===== src/rtl/fetch_pkg.sv =====
`default_nettype none
// ============================================================================
// Module      : fetch_pkg
// Description : Shared types and defaults for the instruction fetch unit.
// Revision    : 1.0 - initial release
// ============================================================================
package fetch_pkg;

    typedef enum logic [1:0] {
        IDLE = 2'd0,
        WAIT = 2'd1,
        DROP = 2'd2
    } fetch_state_t;

    localparam logic [31:0] C_DEFAULT_RESET_PC = 32'h0000_0000;
    localparam int          C_DEFAULT_DEPTH    = 2;

    typedef struct packed {
        logic [31:0] pc;
        logic [31:0] instr;
    } fetch_entry_t;

    function automatic logic [31:0] align_word(input logic [31:0] addr);
        return {addr[31:2], 2'b00};
    endfunction

endpackage
`default_nettype wire


===== src/rtl/fetch_fifo.sv =====
`default_nettype none
// ============================================================================
// Module      : fetch_fifo
// Description : Instruction buffer of DEPTH {pc, instr} entries with flush.
// Revision    : 1.0 - initial release
// ============================================================================
module fetch_fifo
    import fetch_pkg::*;
#(
    parameter int DEPTH = C_DEFAULT_DEPTH
) (
    input  logic                     clk,
    input  logic                     rst,
    input  logic                     push,
    input  logic                     pop,
    input  logic                     flush,
    input  fetch_entry_t             push_data,
    output fetch_entry_t             head,
    output logic [$clog2(DEPTH):0]   count,
    output logic                     full,
    output logic                     empty
);

    localparam int                 c_ptr_w    = $clog2(DEPTH);
    localparam int                 c_cnt_w    = c_ptr_w + 1;
    localparam logic [c_ptr_w-1:0] c_ptr_one  = c_ptr_w'(1);
    localparam logic [c_cnt_w-1:0] c_cnt_one  = c_cnt_w'(1);
    localparam logic [c_cnt_w-1:0] c_full_cnt = c_cnt_w'(DEPTH);

    fetch_entry_t       r_mem [DEPTH];
    logic [c_ptr_w-1:0] r_wr_ptr;
    logic [c_ptr_w-1:0] r_rd_ptr;
    logic [c_cnt_w-1:0] r_count;
    logic               w_do_push;
    logic               w_do_pop;

    assign full  = (r_count == c_full_cnt);
    assign empty = (r_count == '0);
    assign count = r_count;
    assign head  = r_mem[r_rd_ptr];

    // A pop frees the slot in the same cycle, so push-on-full is accepted alongside it
    assign w_do_pop  = pop & ~empty & ~flush;
    assign w_do_push = push & ~flush & (~full | w_do_pop);

    always_ff @(posedge clk) begin
        if (rst || flush) begin
            r_wr_ptr <= '0;
            r_rd_ptr <= '0;
            r_count  <= '0;
        end else begin
            if (w_do_push) begin
                r_wr_ptr <= r_wr_ptr + c_ptr_one;
            end
            if (w_do_pop) begin
                r_rd_ptr <= r_rd_ptr + c_ptr_one;
            end
            if (w_do_push && !w_do_pop) begin
                r_count <= r_count + c_cnt_one;
            end else if (!w_do_push && w_do_pop) begin
                r_count <= r_count - c_cnt_one;
            end
        end
    end

    always_ff @(posedge clk) begin
        if (w_do_push && !rst) begin
            r_mem[r_wr_ptr] <= push_data;
        end
    end

endmodule
`default_nettype wire


===== src/rtl/fetch_unit.sv =====
`default_nettype none
// ============================================================================
// Module      : fetch_unit
// Description : Single-outstanding instruction fetcher with branch redirect.
// Revision    : 1.0 - initial release
// ============================================================================
module fetch_unit
    import fetch_pkg::*;
#(
    parameter logic [31:0] RESET_PC = C_DEFAULT_RESET_PC,
    parameter int          DEPTH    = C_DEFAULT_DEPTH
) (
    input  logic        clk,
    input  logic        rst,
    output logic        imem_req,
    output logic [31:0] imem_addr,
    input  logic        imem_gnt,
    input  logic        imem_rvalid,
    input  logic [31:0] imem_rdata,
    input  logic        br_taken,
    input  logic [31:0] br_target,
    output logic [31:0] instr,
    output logic [31:0] pc,
    output logic        instr_valid,
    input  logic        instr_ready
);

    localparam int                 c_cnt_w     = $clog2(DEPTH) + 1;
    localparam logic [c_cnt_w-1:0] c_depth_cnt = c_cnt_w'(DEPTH);
    localparam logic [31:0]        c_pc_step   = 32'd4;

    fetch_state_t       r_state;
    fetch_state_t       w_state_nxt;
    fetch_state_t       w_rst_state;
    logic [31:0]        r_fetch_pc;
    logic [31:0]        r_resp_pc;
    logic               w_room;
    logic               w_grant;
    logic               w_push;
    logic               w_pop;
    logic               w_full;
    logic               w_empty;
    logic [c_cnt_w-1:0] w_count;
    fetch_entry_t       w_head;
    fetch_entry_t       w_push_entry;

    // At most one request is ever in flight, so free space now covers its response
    assign w_room       = (w_count < c_depth_cnt);
    assign w_grant      = imem_req & imem_gnt;
    assign w_pop        = instr_valid & instr_ready & ~br_taken;
    assign w_push_entry = {r_resp_pc, imem_rdata};
    assign imem_addr    = r_fetch_pc;

    always_comb begin
        w_state_nxt = r_state;
        imem_req    = 1'b0;
        w_push      = 1'b0;
        case (r_state)
            IDLE: begin
                imem_req = w_room & ~br_taken & ~rst;
                if (imem_req && imem_gnt) begin
                    w_state_nxt = WAIT;
                end
            end
            WAIT: begin
                if (imem_rvalid) begin
                    w_push      = ~br_taken;
                    w_state_nxt = IDLE;
                end else if (br_taken) begin
                    w_state_nxt = DROP;
                end
            end
            DROP: begin
                if (imem_rvalid) begin
                    w_state_nxt = IDLE;
                end
            end
            default: begin
                w_state_nxt = IDLE;
            end
        endcase
    end

    // Only a request caught mid-flight needs its late response swallowed; any
    // other state (including power-up garbage) restarts cleanly in IDLE.
    always_comb begin
        w_rst_state = IDLE;
        if (r_state == WAIT && !imem_rvalid) begin
            w_rst_state = DROP;
        end
    end

    always_ff @(posedge clk) begin
        if (rst) begin
            r_state <= w_rst_state;
        end else begin
            r_state <= w_state_nxt;
        end
    end

    always_ff @(posedge clk) begin
        if (rst) begin
            r_fetch_pc <= align_word(RESET_PC);
            r_resp_pc  <= '0;
        end else begin
            if (br_taken) begin
                r_fetch_pc <= align_word(br_target);
            end else if (w_grant) begin
                r_fetch_pc <= r_fetch_pc + c_pc_step;
            end
            if (w_grant) begin
                r_resp_pc <= r_fetch_pc;
            end
        end
    end

    fetch_fifo #(
        .DEPTH     (DEPTH)
    ) u_fifo (
        .clk       (clk),
        .rst       (rst),
        .push      (w_push & (~w_full | w_pop)),
        .pop       (w_pop),
        .flush     (br_taken),
        .push_data (w_push_entry),
        .head      (w_head),
        .count     (w_count),
        .full      (w_full),
        .empty     (w_empty)
    );

    assign instr_valid = ~w_empty;
    assign instr       = w_empty ? 32'h0 : w_head.instr;
    assign pc          = w_empty ? 32'h0 : w_head.pc;

endmodule
`default_nettype wire

===== config.mk =====
export PLATFORM = sky130hd
export DESIGN_NAME = fetch_unit
export DESIGN_NICKNAME = d
export VERILOG_FILES = /design/src/rtl/fetch_pkg.sv /design/src/rtl/fetch_fifo.sv /design/src/rtl/fetch_unit.sv
export SDC_FILE = /design/constraint.sdc
export NUM_CORES = 1
export LEC_CHECK = 0
export ABC_AREA = 1
export CORE_ASPECT_RATIO = 1.25
export CORE_MARGIN = 5
export CORE_UTILIZATION = 46
export DETAILED_ROUTE_END_ITERATION = 8
export PLACE_DENSITY_LB_ADDON = 0.3
export SYNTH_ARGS = -nofsm -noshare
export SYNTH_HDL_FRONTEND = slang
export SYNTH_SLANG_ARGS = --single-unit

===== constraint.sdc =====
create_clock -name clk -period 5.8 [get_ports clk]
set_input_delay 0.58 -clock clk [delete_from_list [all_inputs] [get_ports clk]]
set_output_delay 0.58 -clock clk [all_outputs]
set_load 0.05 [all_outputs]

==> flow_summary.toml <==
[clock_network]
cts_tree = "built"
cts-htree-levels = 4
ctsHoldBuffers = 0
clock_path_buffers = 2
postCtsSetupBuffers = 0
ctsResizeCount = 0
numCtsBuffers = 17
clk_pin_slew_ns = 0.06
clk_latency_ns = 0.42
cts.sinks = 191
root_buffer = "clkbuf_16"

[sta]
maxSlewViolCount = 0
rsz0062_at_grt = "false"
skew_ns = 0.00905
hold_viol = 0
fin_setup_tns_ns = 0
slew_headroom_pct = 26.1
worst_slack_ns = 1.96
worstMarginPinSlew_ns = 1.11
fin_crit_ns = 3.84
fmax_mhz = 261
period_share_pct = 66.2
setup_viol = 0

[routing]
wl_per_cell_um = 15.4
finalWirelength_um = 19000
drc = 0
drt.antenna.violating_nets = 0
dr_total_vias = 6232
drt_iter0_drc = 402
vias_per_cell = 5.04
first_pass_iters = 4

[critical_path]
startpoint = "br_taken"
worstPathRequired_ns = 5.22
r2r-start = "u_fifo.count[1]$_SDFFE_PP0P_"
start_kind = "primary input"
cp.arrival_ns = 3.26
crit_type = "primary input to output port"
cp-end-kind = "output port"
regToRegSetupSlack_ns = 3.30
crit_fanout = 25

[yosys]
postSynthAreaPerCell_sq_um = 9.46
synth_flop_cell = "edfxtp_1"
synth_top_cell_by_area = "edfxtp_1"
ys_ff_latch = 191
netlist_area_sq_um = 8060
yosysWarnings = 0
synthTopCellsByArea = "edfxtp_1 (47%), dfxtp_1 (16%), nand2_1 (12%), a21oi_1 (6.8%), nor2_1 (3.1%)"
ys_types = 34
ys_top_cells_by_count = "nand2_1 (248), edfxtp_1 (126), a21oi_1 (109)"
synthArstFlopShare_pct = 0
postSynthCellCount = 852
netlist.area_leader.share_pct = 47.0
ys_seq_area_share_pct = 63.1
synth-edff-count = 126
synth.most_common_cell = "nand2_1"

[floorplanning]
core_sq_um = 17400
fp.dieArea_sq_um = 20300
rows = 54
initial_utilization_pct = 46.4
die_w_um = 128
ios = 168
die_h_um = 158

[power]
p_leak_uw = 0.00376
p_per_area_nw_per_um2 = 315
ir_worst_vdd_v = 0.000206
total_power_uw = 3280

[hold_path]
min_from = "r_resp_pc[22]$_SDFFE_PP0P_"
min_path_type = "register to register"

[placed_design]
place.port_buffers = 161
gp_congestion = 0.917
place_inst = 1206
dp_hpwl_um = 12700
pre_cts_ws_ns = 1.77

[grt]
track_usage_pct = 18.8
grt_max_degree = 63
grt_pass1_wl_um = 29700
antenna_found_initial = 0
grt_overflow = 0
grt_pass1_vias = 6014

[final_layout]
syn2layout_area_growth_pct = 29.4
diodes = 0
stdcell_count = 1237
nets = 1073
drive_gt1_share_pct = 5.82

[status]
status = "finished, final reports clean"

[job]
maxCapViolCount = 0
-- cell usage in the layout, fill, tap and decap left out, types with 3 or more instances in the layout --
cell type / instances
inv_2: 5
bufinv_16: 3
a31oi_1: 6
nand2_1: 248
nor2_1: 67
nor2_2: 4
xor2_1: 7
nand3_1: 35
clkinv_2: 3
a21oi_1: 109
clkbuf_1: 3
clkdlybuf4s50_1: 161
o21ai_1: 10
edfxtp_1: 126
buf_4: 8
clkbuf_16: 18
inv_1: 59
o21ai_0: 42
nor2_4: 5
conb_1: 4
nand4_1: 4
dfxtp_1: 64
-- critical path, stage by stage --
cell	delay [ns]
clkdlybuf4s50_1	0.99
nor2_8	0.37
inv_1	0.17
nor3_1	0.28
clkdlybuf4s50_1	0.86
-- sequential cells by signal (all words and copies together) (netlist names), named ones only --
name	cells
u_fifo.r_mem	124
imem_addr	30
r_resp_pc	30
r_state	2
u_fifo.count	2
u_fifo.r_rd_ptr	1
u_fifo.r_wr_ptr	1
-- final cells by class --
cell class / count / area (sq um)
Timing Repair Buffer: 169 / 1670
Tap cell: 224 / 280
Inverter: 64 / 240
Clock inverter: 10 / 135
Sequential cell: 191 / 5090
Fill cell: 1482 / 6940
Clock buffer: 21 / 462
Multi-Input combinational cell: 558 / 2550
-- where the power goes --
part | internal [uW] | total [uW] | switching (uW)
combinational | 174 | 528 | 355
sequential | 1530 | 1570 | 47.2
clock | 703 | 1180 | 474
total | 2400 | 3280 | 875
-- path summary, 6_finish.rpt --
kind | cells after the start | endpoint
worst max-delay path | 5 | imem_req
worst max register to register | 7 | u_fifo.r_mem[0][15]$_DFFE_PP_
worst min register to register | 0 | u_fifo.r_mem[1][54]$_DFFE_PP_
worst min-delay path | 0 | u_fifo.r_mem[1][54]$_DFFE_PP_
-- routing by layer --
metal	routed length [um]	vias to the layer above	global-route usage, %
met2	9910	178	33.7
met5	0	-	0
met4	351	0	6.47
met1	7800	2901	22.4
li1	-	3136	-
met3	934	17	3.75
-- metrics by stage --
| stage | utilization, % | hold slack (ns) | area (sq um) |
|---|---|---|---|
| 2_1_floorplan | - | 0.420 | 8070 |
| 3_3_place_gp | 56.6 | 0.431 | 9830 |
| 3_5_place_dp | 56.6 | 0.435 | 9830 |
| 4_1_cts | 60.0 | 0.450 | 10400 |
| 5_1_grt | 60.0 | 0.471 | 10400 |
| 6_report | 60.0 | 0.448 | 10400 |
-- cells by family after synthesis --
kind of cell	after synthesis	share of synthesized area (%)
fa+ha+maj	2	0.311
flops	191	63.1
simple gates	374	19.4
compound gates	170	10.8
other cells	1	0.0465
xor+xnor	8	0.870
buf+inv	106	5.51
(Power assumes the default switching activity.)
==> RTL edit (config.mk and constraints unchanged) <==
Reset style: asynchronous (`rst`), changed in one clocked block.
--- a/src/rtl/fetch_unit.sv
+++ b/src/rtl/fetch_unit.sv
@@ -98,7 +98,7 @@
         end
     end
 
-    always_ff @(posedge clk) begin
+    always_ff @(posedge clk or posedge rst) begin
         if (rst) begin
             r_fetch_pc <= align_word(RESET_PC);
             r_resp_pc  <= '0;
Function: differs if rst is asserted again (counterexample within 4 cycles, from zero or initial values and one cycle with rst high); with rst held inactive, the same outputs for 4 cycles.
==> RTL edit against the original RTL <==
  * Register-to-register slack better by 0.09 ns
  * Area after synthesis up 2.5%
  * Cell area up 2.0%
  * Critical path type is now reg2out
  * Highest routed layer unchanged
  * Largest cell class unchanged
  * Synthesized cell count up 0.82%
  * Routed wire length down 2.6%
  * Critical endpoint is now pc[18]
  * Via count down 1.2%
  * Setup slack better by 0.45 ns
  * Hold slack better by 0.027 ns
  * Clock skew about the same
  * Sequential cell count unchanged
  * Power up 14%
  * Non-clock buffer count down 2
  * Maximum frequency up 13%
==> RTL edit: results (changes against the original RTL) <==
INFO  sta            slew_of_the_pin_with_the_lowest_slew_margin=1.20ns [was 1.11 ns]
INFO  synthesis      synth_compound_area_frac=0.0669 [was 0.108]
INFO  synthesis      synth_adder_area_share=0.00303 [was 0.00311]
INFO  power_and_ir_drop p_leak=4.20nW [was 3.76 nW]
INFO  power_and_ir_drop cell_internal_pwr=2.60mW [was 2.40 mW]
INFO  cells_and_area post_layout_nonfiller_instances=1246 [was 1237]
INFO  sta            fin_worst_hold_slack=0.475ns [was 0.448 ns]
INFO  sta            finalClockSkew=0.00896ns [was 0.00905 ns]
INFO  cells_and_area design.final.nets=1081 [was 1073]
INFO  global_route   grt.total_usage=0.183 [was 0.188]
INFO  global_route   globalRouteMet1Util=0.226 [was 0.224]
INFO  global_route   grt_pass1_wl=30200um [was 29700 um]
INFO  setup_path     r2r_cells=5 [was 7]
INFO  route          detailedRoute.firstIterationViolations=389 [was 402]
INFO  outcome        run_status=finished, final reports clean [unchanged]
INFO  synthesis      postSynth.asyncResetShare=0.314 [was 0]
INFO  floorplan      core_area=17600squm [was 17400 sq um]
INFO  synthesis      post_synthesis_xor_xnor_area_fraction=0.00636 [was 0.00870]
INFO  route          dr_total_vias=6160 [was 6232]
INFO  synthesis      synth.avg_cell_area=9.62squm [was 9.46 sq um]
INFO  setup_path     biggest_fanout_along_the_worst_timing_path=34 [was 25]
INFO  min_path       min_path_type=reg2reg [unchanged]
INFO  synthesis      netlist_top_cells_area=sky130_fd_sc_hd__edfxtp_1 (46%), sky130_fd_sc_hd__dfrtp_1 (18%), sky130_fd_sc_hd__nand2_1 (15%), sky130_fd_sc_hd__a21oi_1 (4.0%), sky130_fd_sc_hd__nand3_1 (3.3%) [was sky130_fd_sc_hd__edfxtp_1 (47%), sky130_fd_sc_hd__dfxtp_1 (16%), sky130_fd_sc_hd__nand2_1 (12%), sky130_fd_sc_hd__a21oi_1 (6.8%), sky130_fd_sc_hd__nor2_1 (3.1%)]
INFO  setup_path     worst-r2r-setup-slack=3.39ns [was 3.30 ns]
INFO  setup_path     largest_stage_delay_on_the_critical_path=0.73ns [was 0.99 ns]
INFO  cells_and_area layout-drive-gt1-share=0.0538 [was 0.0582]
INFO  setup_path     timing.rr.start=r_state[0] [was u_fifo.count[1]]
INFO  placed_design  globalplace.congestion=0.881 [was 0.917]
INFO  synthesis      synth_top_cells_by_count=sky130_fd_sc_hd__nand2_1 (337), sky130_fd_sc_hd__edfxtp_1 (126), sky130_fd_sc_hd__a21oi_1 (66) [was sky130_fd_sc_hd__nand2_1 (248), sky130_fd_sc_hd__edfxtp_1 (126), sky130_fd_sc_hd__a21oi_1 (109)]
INFO  route          finalWirelength=18500um [was 19000 um]
INFO  synthesis      synth_seq_area_share=0.652 [was 0.631]
INFO  global_route   use_met3=0.0337 [was 0.0375]
INFO  global_route   met2_usage=0.321 [was 0.337]
INFO  setup_path     cp_data_arrival_time=2.81ns [was 3.26 ns]
INFO  min_path       min_from=r_resp_pc[14] [was r_resp_pc[22]]
INFO  synthesis      yosysTopAreaCellShare=0.458 [was 0.470]
## RTL edit: cell types whose count changed after synthesis, sizes merged, moves of 6 or more
cell	before	now
a21oi	109	66
o21ai	52	38
a31oi	6	0
nand3	36	56
dfxtp	65	5
dfrtp	0	60
nor2	77	51
nand2	250	340
## RTL edit: power by group through the flow
stage          Sequential (mW)  Combinational [mW]  Clock (mW)
2_1_floorplan             1.91               0.397           0
3_3_place_gp              1.83               0.731           0
3_5_place_dp              1.84               0.745           0
4_1_cts                   1.81               0.752        1.19
5_1_grt                   1.84               0.812        1.25
6_report                  1.81               0.740        1.17
## RTL edit: per-layer routing
layer  share of wire  vias to the layer above
met5               0                        -
met4           0.013                        0
met3           0.049                       17
met2            0.52                      156
met1            0.42                     2864
li1                -                     3123
## RTL edit: worst max path at each step
stage | cells past startpoint | startpoint | to
final | 4 | u_fifo.count[1] | pc[18]
after global routing | 4 | flip-flop | pc[18]
after CTS | 4 | u_fifo.count[1] | pc[18]
after detailed placement | 7 | br_taken | r_resp_pc[27]
after global placement | 8 | br_taken | r_resp_pc[22]
after floorplan | 6 | br_taken | u_fifo.r_mem[0][0]
## RTL edit: logic make-up after synthesis
kind of cell	Yosys count
simple gates	452
fa+ha+maj	2
flops	191
compound gates	107
other cells	1
buf+inv	100
xor+xnor	6
## RTL edit: final cells by class
| cell class | instances | share of cell area |
|---|---|---|
| clock inverters | 13 | 0.0153 |
| inverters | 61 | 0.0215 |
| clock buffers | 19 | 0.0407 |
| flip-flops and latches | 191 | 0.507 |
| repair buffers | 167 | 0.156 |
| well taps | 224 | 0.0264 |
| multi-input cells | 571 | 0.234 |
## RTL edit: stage by stage
step | util | cell area [sq um] | worst slack, ns | TNS, ns
finish | 0.605 | 10600 | 2.41 | 0
global route | 0.605 | 10600 | 2.22 | 0
CTS | 0.605 | 10600 | 2.33 | 0
detailed placement | 0.571 | 10000 | 2.59 | 0
global placement | 0.571 | 10000 | 2.63 | 0
floorplan | - | 8270 | -0.0474 | -5.87
